===== src/rtl/alu_pkg.sv =====
// Shared encodings for the ALU issue controller: control codes, ALUOp values,
// funct3 values, FSM states and {N,Z,C,V} flag bit positions.
package alu_pkg;

   localparam logic [2:0] ALU_ADD = 3'b000;
   localparam logic [2:0] ALU_SUB = 3'b001;
   localparam logic [2:0] ALU_AND = 3'b010;
   localparam logic [2:0] ALU_OR  = 3'b011;
   localparam logic [2:0] ALU_SLT = 3'b101;

   localparam logic [1:0] ALUOP_ADD   = 2'b00;
   localparam logic [1:0] ALUOP_BR    = 2'b01;
   localparam logic [1:0] ALUOP_FUNCT = 2'b10;
   localparam logic [1:0] ALUOP_ILL   = 2'b11;

   localparam logic [2:0] F3_ADDSUB = 3'b000;
   localparam logic [2:0] F3_SLT    = 3'b010;
   localparam logic [2:0] F3_OR     = 3'b110;
   localparam logic [2:0] F3_AND    = 3'b111;
   localparam logic [2:0] F3_BEQ    = 3'b000;
   localparam logic [2:0] F3_BNE    = 3'b001;
   localparam logic [2:0] F3_BLT    = 3'b100;
   localparam logic [2:0] F3_BGE    = 3'b101;

   typedef enum logic [1:0] {
      ST_IDLE = 2'd0,
      ST_EXEC = 2'd1,
      ST_RESP = 2'd2
   } state_t;

   localparam int FLAG_N = 3;
   localparam int FLAG_Z = 2;
   localparam int FLAG_C = 1;
   localparam int FLAG_V = 0;

endpackage


===== src/rtl/alu_ctrl_decode.sv =====
// Combinational ALUOp/funct -> {ALU control code, illegal} decoder.
// ALU_BRANCH_RESOLVE_EN restricts aluop 01 to the four supported branch funct3 values.
module alu_ctrl_decode
   import alu_pkg::*;
(
   input  logic [1:0] aluop,
   input  logic [2:0] funct3,
   input  logic       funct7b5,
   input  logic       op5,
   output logic [2:0] ctrl,
   output logic       illegal
);

   always_comb begin
      ctrl    = ALU_ADD;
      illegal = 1'b0;
      case (aluop)
         ALUOP_ADD: ctrl = ALU_ADD;
         ALUOP_BR: begin
`ifdef ALU_BRANCH_RESOLVE_EN
            case (funct3)
               F3_BEQ, F3_BNE, F3_BLT, F3_BGE: ctrl = ALU_SUB;
               default:                        illegal = 1'b1;
            endcase
`else
            ctrl = ALU_SUB;
`endif
         end
         ALUOP_FUNCT: begin
            case (funct3)
               // Only R-type with bit 30 set subtracts; addi shares funct3 000.
               F3_ADDSUB: ctrl = ({op5, funct7b5} == 2'b11) ? ALU_SUB : ALU_ADD;
               F3_SLT:    ctrl = ALU_SLT;
               F3_OR:     ctrl = ALU_OR;
               F3_AND:    ctrl = ALU_AND;
               default:   illegal = 1'b1;
            endcase
         end
         default: illegal = 1'b1;
      endcase
   end

endmodule


===== src/rtl/alu_issue_ctrl.sv =====
// Issues one decoded request to an external ALU and returns a registered response.
// Optional branch resolution is enabled with ALU_BRANCH_RESOLVE_EN.
// Request/response handshakes: a transfer occurs on a rising edge where valid and
// ready are both high; rsp_* hold stable while rsp_valid is high and rsp_ready low.
module alu_issue_ctrl
   import alu_pkg::*;
#(
   parameter int DATA_W = 32,
   parameter int CTRL_W = 3
) (
   input  logic              clk,
   input  logic              rst,
   input  logic              req_valid,
   output logic              req_ready,
   input  logic [1:0]        req_aluop,
   input  logic [2:0]        req_funct3,
   input  logic              req_funct7b5,
   input  logic              req_op5,
   input  logic [DATA_W-1:0] req_a,
   input  logic [DATA_W-1:0] req_b,
   output logic [DATA_W-1:0] alu_a,
   output logic [DATA_W-1:0] alu_b,
   output logic [CTRL_W-1:0] alu_ctrl,
   input  logic [DATA_W-1:0] alu_result,
   input  logic              alu_zero,
   input  logic              alu_neg,
   input  logic              alu_carry,
   input  logic              alu_ovf,
   output logic              rsp_valid,
   input  logic              rsp_ready,
   output logic [DATA_W-1:0] rsp_result,
   output logic [3:0]        rsp_flags,
   output logic              rsp_taken,
   output logic              rsp_illegal,
   output state_t            dbg_state
);

   state_t            state_q, state_d;
   logic [CTRL_W-1:0] dec_ctrl;
   logic              dec_ill;
   logic              ill_q;
   logic              taken_c;
`ifdef ALU_BRANCH_RESOLVE_EN
   logic [1:0]        aluop_q;
   logic [2:0]        f3_q;
`endif

   alu_ctrl_decode u_decode (
      .aluop    (req_aluop),
      .funct3   (req_funct3),
      .funct7b5 (req_funct7b5),
      .op5      (req_op5),
      .ctrl     (dec_ctrl),
      .illegal  (dec_ill)
   );

   assign req_ready = (state_q == ST_IDLE);
   assign dbg_state = state_q;

   always_comb begin
      state_d = state_q;
      case (state_q)
         ST_IDLE: if (req_valid) state_d = ST_EXEC;
         ST_EXEC: state_d = ST_RESP;
         ST_RESP: if (rsp_ready) state_d = ST_IDLE;
         default: state_d = ST_IDLE;
      endcase
   end

   always_ff @(posedge clk) begin
      if (!rst) state_q <= ST_IDLE;
      else      state_q <= state_d;
   end

   // Branch outcome from the live ALU flags while operands sit on alu_* in EXEC.
   always_comb begin
      taken_c = 1'b0;
`ifdef ALU_BRANCH_RESOLVE_EN
      if (aluop_q == ALUOP_BR && !ill_q) begin
         case (f3_q)
            F3_BEQ:  taken_c = alu_zero;
            F3_BNE:  taken_c = !alu_zero;
            F3_BLT:  taken_c = alu_neg ^ alu_ovf;
            F3_BGE:  taken_c = !(alu_neg ^ alu_ovf);
            default: taken_c = 1'b0;
         endcase
      end
`endif
   end

   always_ff @(posedge clk) begin
      if (!rst) begin
         alu_a       <= '0;
         alu_b       <= '0;
         alu_ctrl    <= '0;
         ill_q       <= 1'b0;
         rsp_valid   <= 1'b0;
         rsp_result  <= '0;
         rsp_flags   <= '0;
         rsp_taken   <= 1'b0;
         rsp_illegal <= 1'b0;
`ifdef ALU_BRANCH_RESOLVE_EN
         aluop_q     <= '0;
         f3_q        <= '0;
`endif
      end else begin
         case (state_q)
            ST_IDLE: if (req_valid) begin
               alu_a    <= req_a;
               alu_b    <= req_b;
               alu_ctrl <= dec_ctrl;
               ill_q    <= dec_ill;
`ifdef ALU_BRANCH_RESOLVE_EN
               aluop_q  <= req_aluop;
               f3_q     <= req_funct3;
`endif
            end
            ST_EXEC: begin
               rsp_result  <= alu_result;
               rsp_flags   <= {alu_neg, alu_zero, alu_carry, alu_ovf};
               rsp_taken   <= taken_c;
               rsp_illegal <= ill_q;
               rsp_valid   <= 1'b1;
            end
            ST_RESP: if (rsp_ready) rsp_valid <= 1'b0;
            default: ;
         endcase
      end
   end

endmodule

===== config.mk =====
export PLATFORM = sky130hd
export DESIGN_NAME = alu_issue_ctrl
export DESIGN_NICKNAME = d
export VERILOG_FILES = /design/src/rtl/alu_pkg.sv /design/src/rtl/alu_ctrl_decode.sv /design/src/rtl/alu_issue_ctrl.sv
export SDC_FILE = /design/constraint.sdc
export NUM_CORES = 1
export LEC_CHECK = 0
export ABC_CLOCK_PERIOD_IN_PS = 3950
export CORE_MARGIN = 3
export CORE_UTILIZATION = 42
export CTS_CLUSTER_DIAMETER = 100
export DETAILED_ROUTE_END_ITERATION = 8
export HOLD_SLACK_MARGIN = 0.15
export PLACE_DENSITY = 0.87
export SYNTH_ARGS = -nofsm -noshare
export SYNTH_HDL_FRONTEND = slang
export SYNTH_SLANG_ARGS = --single-unit

===== constraint.sdc =====
create_clock -name clk -period 3.95 [get_ports clk]
set_input_delay 0.9875 -clock clk [delete_from_list [all_inputs] [get_ports clk]]
set_output_delay 0.9875 -clock clk [all_outputs]
set_load 0.02 [all_outputs]

==> flow_metrics.env <==
export IMPL_final_weighted_congestion_of_routability_driven_global_placement=0.740
export IMPL_synth_top_family_by_area="simple AND/OR/NAND/NOR gates"
export IMPL_root_buffer="sky130_fd_sc_hd__clkbuf_8"
export IMPL_drc_errors=0
export IMPL_maxCapViolCount=0
export IMPL_num_antenna_cells=0
export IMPL_r2r_slack_ns=1.73
export IMPL_die_width_um=105
export IMPL_highest_signal_layer="met4"
export IMPL_grt_max_degree=62
export IMPL_drt_iter0_drc=132
export IMPL_clkSinkCount=108
export IMPL_track_usage=0.211
export IMPL_synth_warnings=0
export IMPL_synth_distinct_cells=25
export IMPL_synth_top_cells_by_count="204 x sky130_fd_sc_hd__nand2_1, 108 x sky130_fd_sc_hd__dfxtp_1, 73 x sky130_fd_sc_hd__a21boi_0, 30 x sky130_fd_sc_hd__a21boi_1, 15 x sky130_fd_sc_hd__clkbuf_1"
export IMPL_cp_startpoint="req_valid"
export IMPL_post_cts_buffers=0
export IMPL_vertical_die_dimension_um=105
export IMPL_worstSetupEndpointType="register"
export IMPL_via_count=3891
export IMPL_finalCritPeriodShare=0.656
export IMPL_minimum_clock_period_after_layout_ns=2.59
export IMPL_synth_fp_nets=600
export IMPL_synth_avg_cell_area_um2=8.46
export IMPL_grt_antenna_before_repair=0
export IMPL_met3_length_um=877
export IMPL_tritoncts="built"
export IMPL_worst_pin_slew_ns=1.30
export IMPL_synthesis_instances=486
export IMPL_clkSlewWorstSetupHoldPaths_ns=0.10
export IMPL_post_synth_top_count_cell="sky130_fd_sc_hd__nand2_1"
export IMPL_final_hold_violation_count=0
export IMPL_detail_route_wl_per_cell_um=14.3
export IMPL_initial_utilization=0.439
export IMPL_n_fill_cell=744
export IMPL_ys_async_sr_fraction=0
export IMPL_timing_fmax_mhz=386
export IMPL_crit_path_required_time_ns=4.18
export IMPL_post_synth_instance_area_um2=4110
export IMPL_wl_met1_mm=4.71
export IMPL_met2_length_mm=5.97
export IMPL_synth_mux_area_frac=0
export IMPL_ys_dominant_reg_cell="sky130_fd_sc_hd__dfxtp_1"
export IMPL_post_cts_hold_buffer_count=0
export IMPL_critical_path_startpoint_type="primary input"
export IMPL_nets=800
export IMPL_grt_setup_unrepaired="no"
export IMPL_first_global_vias=3814
export IMPL_clockPowerShare=0.274
export IMPL_detailedPlace_worstSlack_ns=0.975
export IMPL_setup_violations_final=0
export IMPL_ios=220
export IMPL_finClkSkew_ns=0.00938
export IMPL_clk_path_buf_depth=2
export IMPL_grt_overflow_total=0
export IMPL_worst_hold_slack_ns=0.457
export IMPL_peakVddDrop_v=0.000175
export IMPL_power_frac_comb=0.211
export IMPL_synth_top_cells_by_area="sky130_fd_sc_hd__dfxtp_1 53%, sky130_fd_sc_hd__nand2_1 19%, sky130_fd_sc_hd__a21boi_0 13%"
export IMPL_synth_xor_area_frac=0
export IMPL_power_density_cell_area_nw_per_um2=355
export IMPL_register_area_um2=2160
export IMPL_yosysTopAreaCell="sky130_fd_sc_hd__dfxtp_1"
export IMPL_leakage_nw=2.38
export IMPL_postCtsResizedCells=0
export IMPL_wirelength_mm=11.7
export IMPL_synth_compound_area_frac=0.200
export IMPL_rows=35
export IMPL_dpl_cell_area_um2=6320
export IMPL_seq_area_frac_synth=0.526
export IMPL_max_slew_margin_rel=0.131
export IMPL_power_share_switching=0.285
export IMPL_multi_input_area_um2=1760
export IMPL_htree_levels=3
export IMPL_post_route_cells_drive_above_1_share=0.0391
export IMPL_die_area_um2=11000
export IMPL_viasPerCell=4.75
export IMPL_synth_edff_count=0
export IMPL_timing_critical_path_to="alu_ctrl[0]$_SDFFE_PN0P_"
export IMPL_power_report_internal_total_mw=1.65
export IMPL_worstReg2RegStart="dbg_state[0]$_SDFFE_PN0P_"
export IMPL_drt_pre_antenna_iters=4
export IMPL_power_mw=2.31
export IMPL_power_switching_mw=0.657
export IMPL_r2r_cells=4
export IMPL_postLayoutSetupSlackWorst_ns=1.36
export IMPL_number_of_cts_inserted_buffers=9
export IMPL_ws_path_type="in -> reg"
export IMPL_synth_fa_ha_area_frac=0.00913
export IMPL_setup_total_negative_slack_ns=0
export IMPL_dp_hpwl_mm=8.81
export IMPL_synthDominantCellAreaShare=0.526
export IMPL_insertion_delay_ns=0.36
export IMPL_antenna_left=0
export IMPL_regToRegEndpoint="rsp_result[24]$_SDFFE_PN0P_"
export IMPL_core_region_area_um2=9370
export IMPL_drv_slew=0
export IMPL_grt_first_pass_wirelength_mm=18.9
export IMPL_final_cell_area_um2=6500
export IMPL_synthToLayoutAreaGrowth_pct=58.2
export IMPL_critPathMaxFanout=38
export IMPL_worstPathArrival_ns=2.83
export IMPL_synth_simple_gate_area_frac=0.215
export IMPL_pwr_share_seq=0.515
export IMPL_number_of_input_and_output_port_buffers_inserted=218
export IMPL_synth_seq_cells=108
export IMPL_status="finished clean"
export IMPL_min_delay_path_class="reg -> reg"
## layer usage
| layer | GRT usage | vias to the layer above |
|---|---|---|
| met3 | 0.0587 | 11 |
| met5 | 0 | - |
| li1 | - | 1955 |
| met4 | 0.0534 | 0 |
| met1 | 0.250 | 1780 |
| met2 | 0.374 | 145 |
## per-stage QoR
step / utilization / std cells
after floorplan: - / 486
after global placement: 0.674 / 804
after detailed placement: 0.674 / 804
after CTS: 0.694 / 820
after global routing: 0.694 / 820
final: 0.694 / 820
## power groups by stage
stage	clock network (mW)	registers, mW	logic [mW]
6_report	0.632	1.19	0.486
3_5_place_dp	0	1.21	0.491
3_3_place_gp	0	1.21	0.481
5_1_grt	0.694	1.20	0.526
4_1_cts	0.648	1.19	0.493
2_1_floorplan	0	1.28	0.149
## state kept, by name, indices dropped and copies added (netlist names)
register	count
alu_a	32
alu_b	32
rsp_result	32
rsp_flags	4
alu_ctrl	3
dbg_state	2
ill_q	1
rsp_illegal	1
rsp_valid	1
## cell type report
cell class / instances / share of cell area
sequential: 108 / 0.332
timing repair buffer: 225 / 0.343
inverter: 3 / 0.00173
tap: 129 / 0.0248
clock inverter: 7 / 0.00904
clock buffer: 9 / 0.0190
multi-input combinational: 339 / 0.270
## layout by cell type, fill, tap and decap left out
| cell | synthesis | layout |
|---|---|---|
| sky130_fd_sc_hd__clkdlybuf4s50_1 | 0 | 217 |
| sky130_fd_sc_hd__nand2_1 | 204 | 204 |
| sky130_fd_sc_hd__dfxtp_1 | 108 | 108 |
| sky130_fd_sc_hd__a21boi_0 | 73 | 73 |
| sky130_fd_sc_hd__a21boi_1 | 30 | 30 |
| sky130_fd_sc_hd__clkbuf_8 | 0 | 9 |
| sky130_fd_sc_hd__buf_4 | 4 | 7 |
| sky130_fd_sc_hd__o21ai_0 | 5 | 5 |
| sky130_fd_sc_hd__nand3_1 | 4 | 4 |
| sky130_fd_sc_hd__nor2_1 | 3 | 3 |
| sky130_fd_sc_hd__inv_1 | 3 | 3 |
| sky130_fd_sc_hd__nor2b_1 | 4 | 3 |
| sky130_fd_sc_hd__ha_1 | 3 | 3 |
| sky130_fd_sc_hd__clkinvlp_4 | 0 | 3 |
| sky130_fd_sc_hd__and3_1 | 2 | 2 |
| sky130_fd_sc_hd__a21oi_1 | 2 | 2 |
| sky130_fd_sc_hd__inv_8 | 0 | 2 |
| sky130_fd_sc_hd__nor3b_4 | 0 | 1 |
| sky130_fd_sc_hd__or3b_2 | 0 | 1 |
| sky130_fd_sc_hd__and3b_1 | 1 | 1 |
| sky130_fd_sc_hd__a211oi_1 | 1 | 1 |
| sky130_fd_sc_hd__nor2b_2 | 0 | 1 |
| sky130_fd_sc_hd__nand2b_1 | 1 | 1 |
| sky130_fd_sc_hd__or3_1 | 1 | 1 |
| sky130_fd_sc_hd__a31oi_1 | 1 | 1 |
| sky130_fd_sc_hd__and2_1 | 1 | 1 |
| sky130_fd_sc_hd__conb_1 | 1 | 1 |
| sky130_fd_sc_hd__inv_6 | 0 | 1 |
| sky130_fd_sc_hd__clkinv_2 | 0 | 1 |
| sky130_fd_sc_hd__buf_2 | 14 | 1 |
## critical path: stages
cell and delay (ns):
sky130_fd_sc_hd__clkdlybuf4s50_1 0.48, sky130_fd_sc_hd__or3b_2 0.73, sky130_fd_sc_hd__buf_4 0.37, sky130_fd_sc_hd__nand3_1 0.14, sky130_fd_sc_hd__o21ai_0 0.10
## worst min-delay path by stage
stage | startpoint | end | cells after the start
4_1_cts | alu_b[21]$_SDFFE_PN0P_ | alu_b[21]$_SDFFE_PN0P_ | 2
3_3_place_gp | alu_b[23]$_SDFFE_PN0P_ | alu_b[23]$_SDFFE_PN0P_ | 2
3_5_place_dp | alu_b[21]$_SDFFE_PN0P_ | alu_b[21]$_SDFFE_PN0P_ | 2
6_report | alu_b[15]$_SDFFE_PN0P_ | alu_b[15]$_SDFFE_PN0P_ | 2
5_1_grt | alu_b[15]$_SDFFE_PN0P_ | alu_b[15]$_SDFFE_PN0P_ | 2
2_1_floorplan | ill_q$_SDFFE_PN0P_ | rsp_illegal$_SDFFE_PN0P_ | 2
## cells by family (layout without fill, tap and decap cells)
logic type | after synthesis | count (layout)
and+or+nand+nor | 223 | 223
AOI/OAI and AO/OA | 112 | 112
DFF | 108 | 108
buffers and inverters | 39 | 244
adders and majority gates | 3 | 3
other | 1 | 1
Power figures use the tool's default switching activity.
